===== config.mk =====
export PLATFORM = sky130hd
export DESIGN_NAME = sine_rom_sequencer
export DESIGN_NICKNAME = d
export VERILOG_FILES = /design/src/rtl/sine_pkg.sv /design/src/rtl/sine_phase_acc.sv /design/src/rtl/sine_rom_sequencer.sv
export SDC_FILE = /design/constraint.sdc
export NUM_CORES = 1
export LEC_CHECK = 0
export CORE_MARGIN = 4
export CORE_UTILIZATION = 40
export CTS_CLUSTER_SIZE = 24
export DETAILED_ROUTE_END_ITERATION = 10
export PLACE_DENSITY = 0.71
export SLEW_MARGIN = 20
export SYNTH_ARGS = -nofsm -noshare
export SYNTH_HDL_FRONTEND = slang
export SYNTH_SLANG_ARGS = --single-unit

===== constraint.sdc =====
create_clock -name clk -period 5.5 [get_ports clk]
set_input_delay 1.1 -clock clk [delete_from_list [all_inputs] [get_ports clk]]
set_output_delay 1.1 -clock clk [all_outputs]
set_load 0.02 [all_outputs]

===== src/rtl/sine_pkg.sv =====
// Shared types and defaults for the sine-table ROM read sequencer.
// Holds the FSM state encoding, default widths and the address-width helper.
package sine_pkg;

    typedef enum logic [1:0] {
        IDLE  = 2'd0,
        FETCH = 2'd1,
        WAIT  = 2'd2,
        HOLD  = 2'd3
    } sine_state_e;

    localparam int DEF_WIDTH   = 32;
    localparam int DEF_DEPTH   = 64;
    localparam int DEF_PHASE_W = 16;

    function automatic int addr_w(input int depth);
        return $clog2(depth);
    endfunction

endpackage


===== src/rtl/sine_phase_acc.sv =====
// Phase accumulator, tuning register and phase-to-address mapping.
// Ports: clear/step/load_tune controls, tuning_word in; addr_nxt/neg_nxt
// give the ROM address and negate flag for the phase of the next cycle.
// Macro SINE_QUARTER_WAVE_EN selects quarter-table mirroring and negation.
module sine_phase_acc
    import sine_pkg::*;
#(
    parameter int DEPTH   = DEF_DEPTH,
    parameter int PHASE_W = DEF_PHASE_W
) (
    input  logic                      clk,
    input  logic                      rst_n,
    input  logic                      clear,
    input  logic                      step,
    input  logic                      load_tune,
    input  logic [PHASE_W-1:0]        tuning_word,
    output logic [addr_w(DEPTH)-1:0]  addr_nxt,
    output logic                      neg_nxt
);

    localparam int AW = addr_w(DEPTH);

    logic [PHASE_W-1:0] phase_q, phase_d;
    logic [PHASE_W-1:0] tune_q, tune_d;

    // Carry-out is dropped so the address wraps seamlessly.
    always_comb begin
        phase_d = phase_q;
        if (clear) begin
            phase_d = '0;
        end else if (step) begin
            phase_d = phase_q + tune_q;
        end
        tune_d = load_tune ? tuning_word : tune_q;
    end

    // Address is taken from the next-cycle phase so it can be
    // registered on the same edge that enters FETCH.
`ifdef SINE_QUARTER_WAVE_EN
    logic [1:0]    quad;
    logic [AW-1:0] idx;

    always_comb begin
        quad     = phase_d[PHASE_W-1 -: 2];
        idx      = phase_d[PHASE_W-3 -: AW];
        // DEPTH is a power of two, so DEPTH-1-idx is the bitwise inverse.
        addr_nxt = quad[0] ? ~idx : idx;
        neg_nxt  = quad[1];
    end
`else
    always_comb begin
        addr_nxt = phase_d[PHASE_W-1 -: AW];
        neg_nxt  = 1'b0;
    end
`endif

    always_ff @(posedge clk or negedge rst_n) begin
        if (!rst_n) begin
            phase_q <= '0;
            tune_q  <= '0;
        end else begin
            phase_q <= phase_d;
            tune_q  <= tune_d;
        end
    end

endmodule


===== src/rtl/sine_rom_sequencer.sv =====
// DDS-style read controller for a synchronous sine ROM with valid/ready output.
// Ports: clk, rst_n, start, stop, tuning_word; rom_en/rom_address/rom_data to
// the ROM; sample/sample_valid/sample_ready downstream; busy when not IDLE.
// Macro SINE_QUARTER_WAVE_EN (in sine_phase_acc) enables quarter-wave tables.
module sine_rom_sequencer
    import sine_pkg::*;
#(
    parameter int WIDTH   = DEF_WIDTH,
    parameter int DEPTH   = DEF_DEPTH,
    parameter int PHASE_W = DEF_PHASE_W
) (
    input  logic                      clk,
    input  logic                      rst_n,
    input  logic                      start,
    input  logic                      stop,
    input  logic [PHASE_W-1:0]        tuning_word,
    output logic                      rom_en,
    output logic [addr_w(DEPTH)-1:0]  rom_address,
    input  logic [WIDTH-1:0]          rom_data,
    output logic [WIDTH-1:0]          sample,
    output logic                      sample_valid,
    input  logic                      sample_ready,
    output logic                      busy
);

    localparam int AW = addr_w(DEPTH);

    sine_state_e      state_q, state_d;
    logic             rom_en_q, rom_en_d;
    logic [AW-1:0]    rom_address_q, rom_address_d;
    logic [WIDTH-1:0] sample_q, sample_d;
    logic             valid_q, valid_d;
    logic             stop_pend_q, stop_pend_d;
    logic             neg_q, neg_d;
    logic             busy_q, busy_d;

    logic             clear, step, load_tune, go_fetch;
    logic [AW-1:0]    addr_nxt;
    logic             neg_nxt;

    sine_phase_acc #(
        .DEPTH   (DEPTH),
        .PHASE_W (PHASE_W)
    ) u_phase_acc (
        .clk         (clk),
        .rst_n       (rst_n),
        .clear       (clear),
        .step        (step),
        .load_tune   (load_tune),
        .tuning_word (tuning_word),
        .addr_nxt    (addr_nxt),
        .neg_nxt     (neg_nxt)
    );

    always_comb begin
        state_d       = state_q;
        rom_en_d      = 1'b0;
        rom_address_d = rom_address_q;
        sample_d      = sample_q;
        valid_d       = valid_q;
        stop_pend_d   = stop_pend_q;
        neg_d         = neg_q;
        clear         = 1'b0;
        step          = 1'b0;
        load_tune     = 1'b0;
        go_fetch      = 1'b0;

        unique case (state_q)
            IDLE: begin
                if (start) begin
                    clear     = 1'b1;
                    load_tune = 1'b1;
                    go_fetch  = 1'b1;
                end
            end
            FETCH: begin
                stop_pend_d = stop_pend_q | stop;
                state_d     = WAIT;
            end
            WAIT: begin
                stop_pend_d = stop_pend_q | stop;
                sample_d    = neg_q ? (-rom_data) : rom_data;
                valid_d     = 1'b1;
                step        = 1'b1;
                state_d     = HOLD;
            end
            HOLD: begin
                stop_pend_d = stop_pend_q | stop;
                if (valid_q && sample_ready) begin
                    valid_d   = 1'b0;
                    load_tune = 1'b1;
                    if (stop_pend_q || stop) begin
                        stop_pend_d = 1'b0;
                        state_d     = IDLE;
                    end else begin
                        go_fetch = 1'b1;
                    end
                end
            end
            default: state_d = IDLE;
        endcase

        // Outputs are registered: load them on the edge entering FETCH.
        if (go_fetch) begin
            state_d       = FETCH;
            rom_en_d      = 1'b1;
            rom_address_d = addr_nxt;
            neg_d         = neg_nxt;
        end

        busy_d = (state_d != IDLE);
    end

    always_ff @(posedge clk or negedge rst_n) begin
        if (!rst_n) begin
            state_q       <= IDLE;
            rom_en_q      <= 1'b0;
            rom_address_q <= '0;
            sample_q      <= '0;
            valid_q       <= 1'b0;
            stop_pend_q   <= 1'b0;
            neg_q         <= 1'b0;
            busy_q        <= 1'b0;
        end else begin
            state_q       <= state_d;
            rom_en_q      <= rom_en_d;
            rom_address_q <= rom_address_d;
            sample_q      <= sample_d;
            valid_q       <= valid_d;
            stop_pend_q   <= stop_pend_d;
            neg_q         <= neg_d;
            busy_q        <= busy_d;
        end
    end

    assign rom_en       = rom_en_q;
    assign rom_address  = rom_address_q;
    assign sample       = sample_q;
    assign sample_valid = valid_q;
    assign busy         = busy_q;

endmodule


# --- Word level (Yosys, flattened, before mapping) ---
# Index checks and enable logic that the tools add are counted.
classes:
  addsub: 1
  n_eq_ne: 4
  muxes: 20
  n_bitwise: 1
  n_reduce_logical: 9
ops:
  columns: ["cell", "count"]
  rows:
  - ["$mux W16", 2]
  - ["$add A16 B16 Y16", 1]
  - ["$mux W1", 10]
  - ["$pmux W1 S2", 4]
  - ["$reduce_bool A2 Y1", 4]
  - ["$mux W2", 3]
  - ["$pmux W2 S3", 1]
  - ["$eq A2 B2 Y1 const B", 2]
  - ["$eq A2 B1 Y1 const B", 1]
  - ["$logic_not A2 Y1", 1]
  - ["$ne A2 B2 Y1 const B", 1]
  - ["$reduce_and A2 Y1", 1]
  - ["$reduce_or A2 Y1", 1]
  - ["$logic_and A1 B1 Y1", 1]
  - ["$logic_or A1 B1 Y1", 1]
  - ["$or A1 B1 Y1", 1]
totals:
  regBits: 76
  in_bits: 53
  out_inout_bits: 41
  elab_cells: 45

# --- Longest topological paths before layout ---
depth:
  depth_word: 6
  mapped_depth: 9
  mapped_depth_nobuf: 9

# --- Modules after synthesis ---
# Synthesis repeated with hierarchy kept, for this count alone.
hier_totals:
  hier_cells: 506
  area_unflattened_um2: 4810.9
modules_own_cells:
  columns: ["module", "instances", "cells_per_inst", "area_per_inst_um2", "seq_area_each_um2"]
  rows:
  - ["sine_rom_sequencer", 1, 300, 2712.6, 1126.1]
  - ["sine_phase_acc", 1, 206, 2098.3, 800.8]

# --- Worst setup path after synthesis ---
# OpenSTA, ideal clock, no wires.
synth_path:
  kind: "input-to-reg"
  start: "input port start"
  end: "register rom_address_q[5] (netlist: rom_address[5])"
  setup_time_ns: 0.124
  arrival_time_ns: 2.280
  setup_slack_ns: 3.096
  path_stages: 7
  n_path_buf: 1
  path_cell_list: "and2_1 -> clkbuf_1 -> o21ai_2 -> clkinv_1 -> and3_1 -> nand3_1 -> nand3_1"
synth_between:
  elab_cells_between_ends: 4
synth_lines:
  columns: ["item", "line", "source"]
  rows:
  - ["start, declared", "sine_rom_sequencer.sv:14", "input logic start,"]
  - ["$mux W1", "sine_rom_sequencer.sv:70", "if (start) begin"]
  - ["$pmux W1 S2", "sine_rom_sequencer.sv:68", "unique case (state_q)"]
  - ["named net go_fetch", "sine_rom_sequencer.sv:37", "logic clear, step, load_tune, go_fetch;"]
  - ["end signal, assigned", "sine_rom_sequencer.sv:127", "rom_address_q <= rom_address_d;"]
  - ["end, declared", "sine_rom_sequencer.sv:30", "logic [AW-1:0] rom_address_q, rom_address_d;"]
# The timed path passes the listed nets, and every way through them passes these cells.
# A chain may end at the register's enable or synchronous reset.

# --- Final worst setup path ---
# Same ends and word-level chain as after synthesis.

==> results.yml <==
outcome:
  outcome: "completed"
final_layout:
  fillers: 799
  layout.nets: 491
  regArea_um2: 1902
  area_growth_pct: 34.34
  multiInputGateArea_um2: 1782
  diodes: 0
  layout-drive-gt1-share: 0.1915
placement:
  place_hpwl_mm: 6.147
  place_congestion: 0.8958
  portBuffers: 93
hold_path:
  min_from: "sample[11]"
  hold_depth: 1
  hold_class: "reg -> reg"
clocking:
  tritoncts: "done"
  ctsResizeCount: 0
  clk_pin_slew_worst_paths_ns: 0.08
  ctsHoldBuffers: 0
  htree_levels: 3
  cts_made_buffers: 9
  post-cts-setup-buffers: 0
  clockBufferDepth: 2
  clk_latency_ns: 0.35
  cts_root_buf: "clkbuf_8"
  cts_sinks: 76
synth:
  synth.most_common_cell: "dfrtp_1"
  yosys.area.top_type_share: 0.5068
  dominantRegCellSynth: "dfrtp_1"
  synth_cells: 322
  avgSynthCellArea_um2: 11.65
  syn-cell-area_um2: 3752
  synth_seq_cells: 76
  async_flop_share: 1.000
  synth_edf_count: 0
  synth_top_area_cell: "dfrtp_1"
  netlist_top_cells_count: "dfrtp_1, mux2_2, nor2_1"
  ys_types: 54
  yosysWarnings: 0
  yosysSeqAreaShare: 0.5068
  synth_nets: 394
  synthTopCellsByArea: "dfrtp_1, mux2_2, ha_1"
floorplan:
  dieArea_um2: 10990
  core_um2: 9196
  rows: 35
  die_y_um: 104.9
  start_util: 0.4080
  io-pin-count: 94
  die_w_um: 104.9
sta:
  hold_ws_ns: 0.5053
  rsz0062_at_grt: "false"
  finalSetupViolations: 0
  maxSlewViolCount: 0
  max-slew-margin-rel: 0.3721
  finalCriticalPeriod_ns: 2.859
  fin_worst_skew_ns: 0.01050
  max_freq_mhz: 349.8
  final_hold_viol_count: 0
  period_share: 0.5197
  setup_tns_ns: 0
  tightest_slew_ns: 0.9419
drt:
  drtIter0Drc: 163
  post_drt_wl_per_cell_um: 16.22
  drt.antenna.violating_nets: 0
  drt-pass1-iter-count: 4
  wirelength_mm: 8.663
  vias_per_cell: 5.440
  vias: 2905
  drc: 0
setup_path:
  reg2reg_from: "state_q[0]"
  path_class: "in -> reg"
  r2r_setup_slack_ns: 2.92
  end_kind: "flop"
  startpoint_type: "input pin"
  arrival_ns: 3.10
  r2r_cells: 8
  worst-path-max-fanout: 17
  critPathLaunch: "start"
  worstPathRequired_ns: 5.74
grt:
  grt_pass1_vias: 3130
  grt_pass1_wl_mm: 14.91
  grt_max_degree: 77
  grt.total_usage: 0.1678
  antenna_found_initial: 0
  overflow: 0
pwr:
  vdd_drop_max_mv: 0.3225
  pwr_density_cell_nw_per_um2: 662.3
  p_leak_nw: 2.115
job:
  cap_violations: 0
## report_power, final
part	internal (mW)	switching, mW
Sequential	0.836	0.159
Combinational	0.885	0.948
Clock	0.300	0.212
## through the flow
step	std cells	utilization	total power [mW]	instance area [um2]	setup WS (ns)
3_3_place_gp	519	0.5223	2.791	4803	2.312
4_1_cts	534	0.5482	3.366	5041	2.619
2_1_floorplan	322	-	2.223	3752	3.096
3_5_place_dp	519	0.5223	2.834	4803	2.263
5_1_grt	534	0.5482	3.604	5041	2.470
6_report	534	0.5482	3.339	5041	2.641
## cell families after synthesis
| family | count (synthesis) | synth area share |
|---|---|---|
| fa+ha+maj | 19 | 0.06536 |
| simple gates | 77 | 0.09971 |
| mux | 53 | 0.1577 |
| flops | 76 | 0.5068 |
| compound gates | 75 | 0.1444 |
| xor+xnor | 3 | 0.007004 |
| buf+inv | 19 | 0.01901 |
## placed cells by master, fill, tap and decap left out, types with 2 or more instances in the layout
master	n
clkdlybuf4s50_1	92
dfrtp_1	76
mux2_2	49
nor2_1	21
nand2_1	20
ha_1	17
a21oi_1	16
o21ai_0	15
nand3_1	10
inv_1	9
clkbuf_8	9
nor2b_1	6
a211oi_1	6
a21o_1	4
or3_1	4
mux2i_1	4
o31ai_1	4
and3_1	3
nor3_1	3
xnor2_1	3
bufinv_16	3
buf_4	3
o311ai_0	2
nand4_1	2
a31o_2	2
a31oi_1	2
a2111o_1	2
a21oi_2	2
o22ai_1	2
o21bai_1	2
clkinvlp_4	2
## path summary, 6_finish.rpt
| check | end |
|---|---|
| worst min register to register | sample[11] |
| min in group asynchronous | sample[5] |
| max in group asynchronous | busy |
| worst max-delay path | rom_address[5] |
| worst min-delay path | sample[11] |
| worst max register to register | rom_address[0] |
## sequential cells by signal, summed over array words and instances, names as in the netlist
name,flops
stop_pend_q,1
rom_address,6
sample,32
u_phase_acc.phase_q,16
state_q,2
u_phase_acc.tune_q,16
busy,1
sample_valid,1
rom_en,1
## routing by layer
metal	wire [um]	vias to the layer above	track usage
met5	0	-	0
met4	149	0	0.06186
met3	895	13	0.06918
met2	3760	121	0.2544
met1	3858	1390	0.2151
li1	-	1381	-
## critical path, cell delays in order
cell	delay (ns)
clkdlybuf4s50_1	0.42
and2_1	0.38
o21ai_2	0.45
clkinv_1	0.33
and3_1	0.27
nand3_1	0.08
nand3_1	0.07
## final cells by class
class                           count  share of cell area
Tap cell                          111             0.02755
Inverter                           10            0.007446
Clock buffer                        9             0.02457
Multi-Input combinational cell    227              0.3534
Clock inverter                      6             0.02259
Sequential cell                    76              0.3773
Timing Repair Buffer               95              0.1871
No activity file was read; power rests on OpenSTA's default activity.
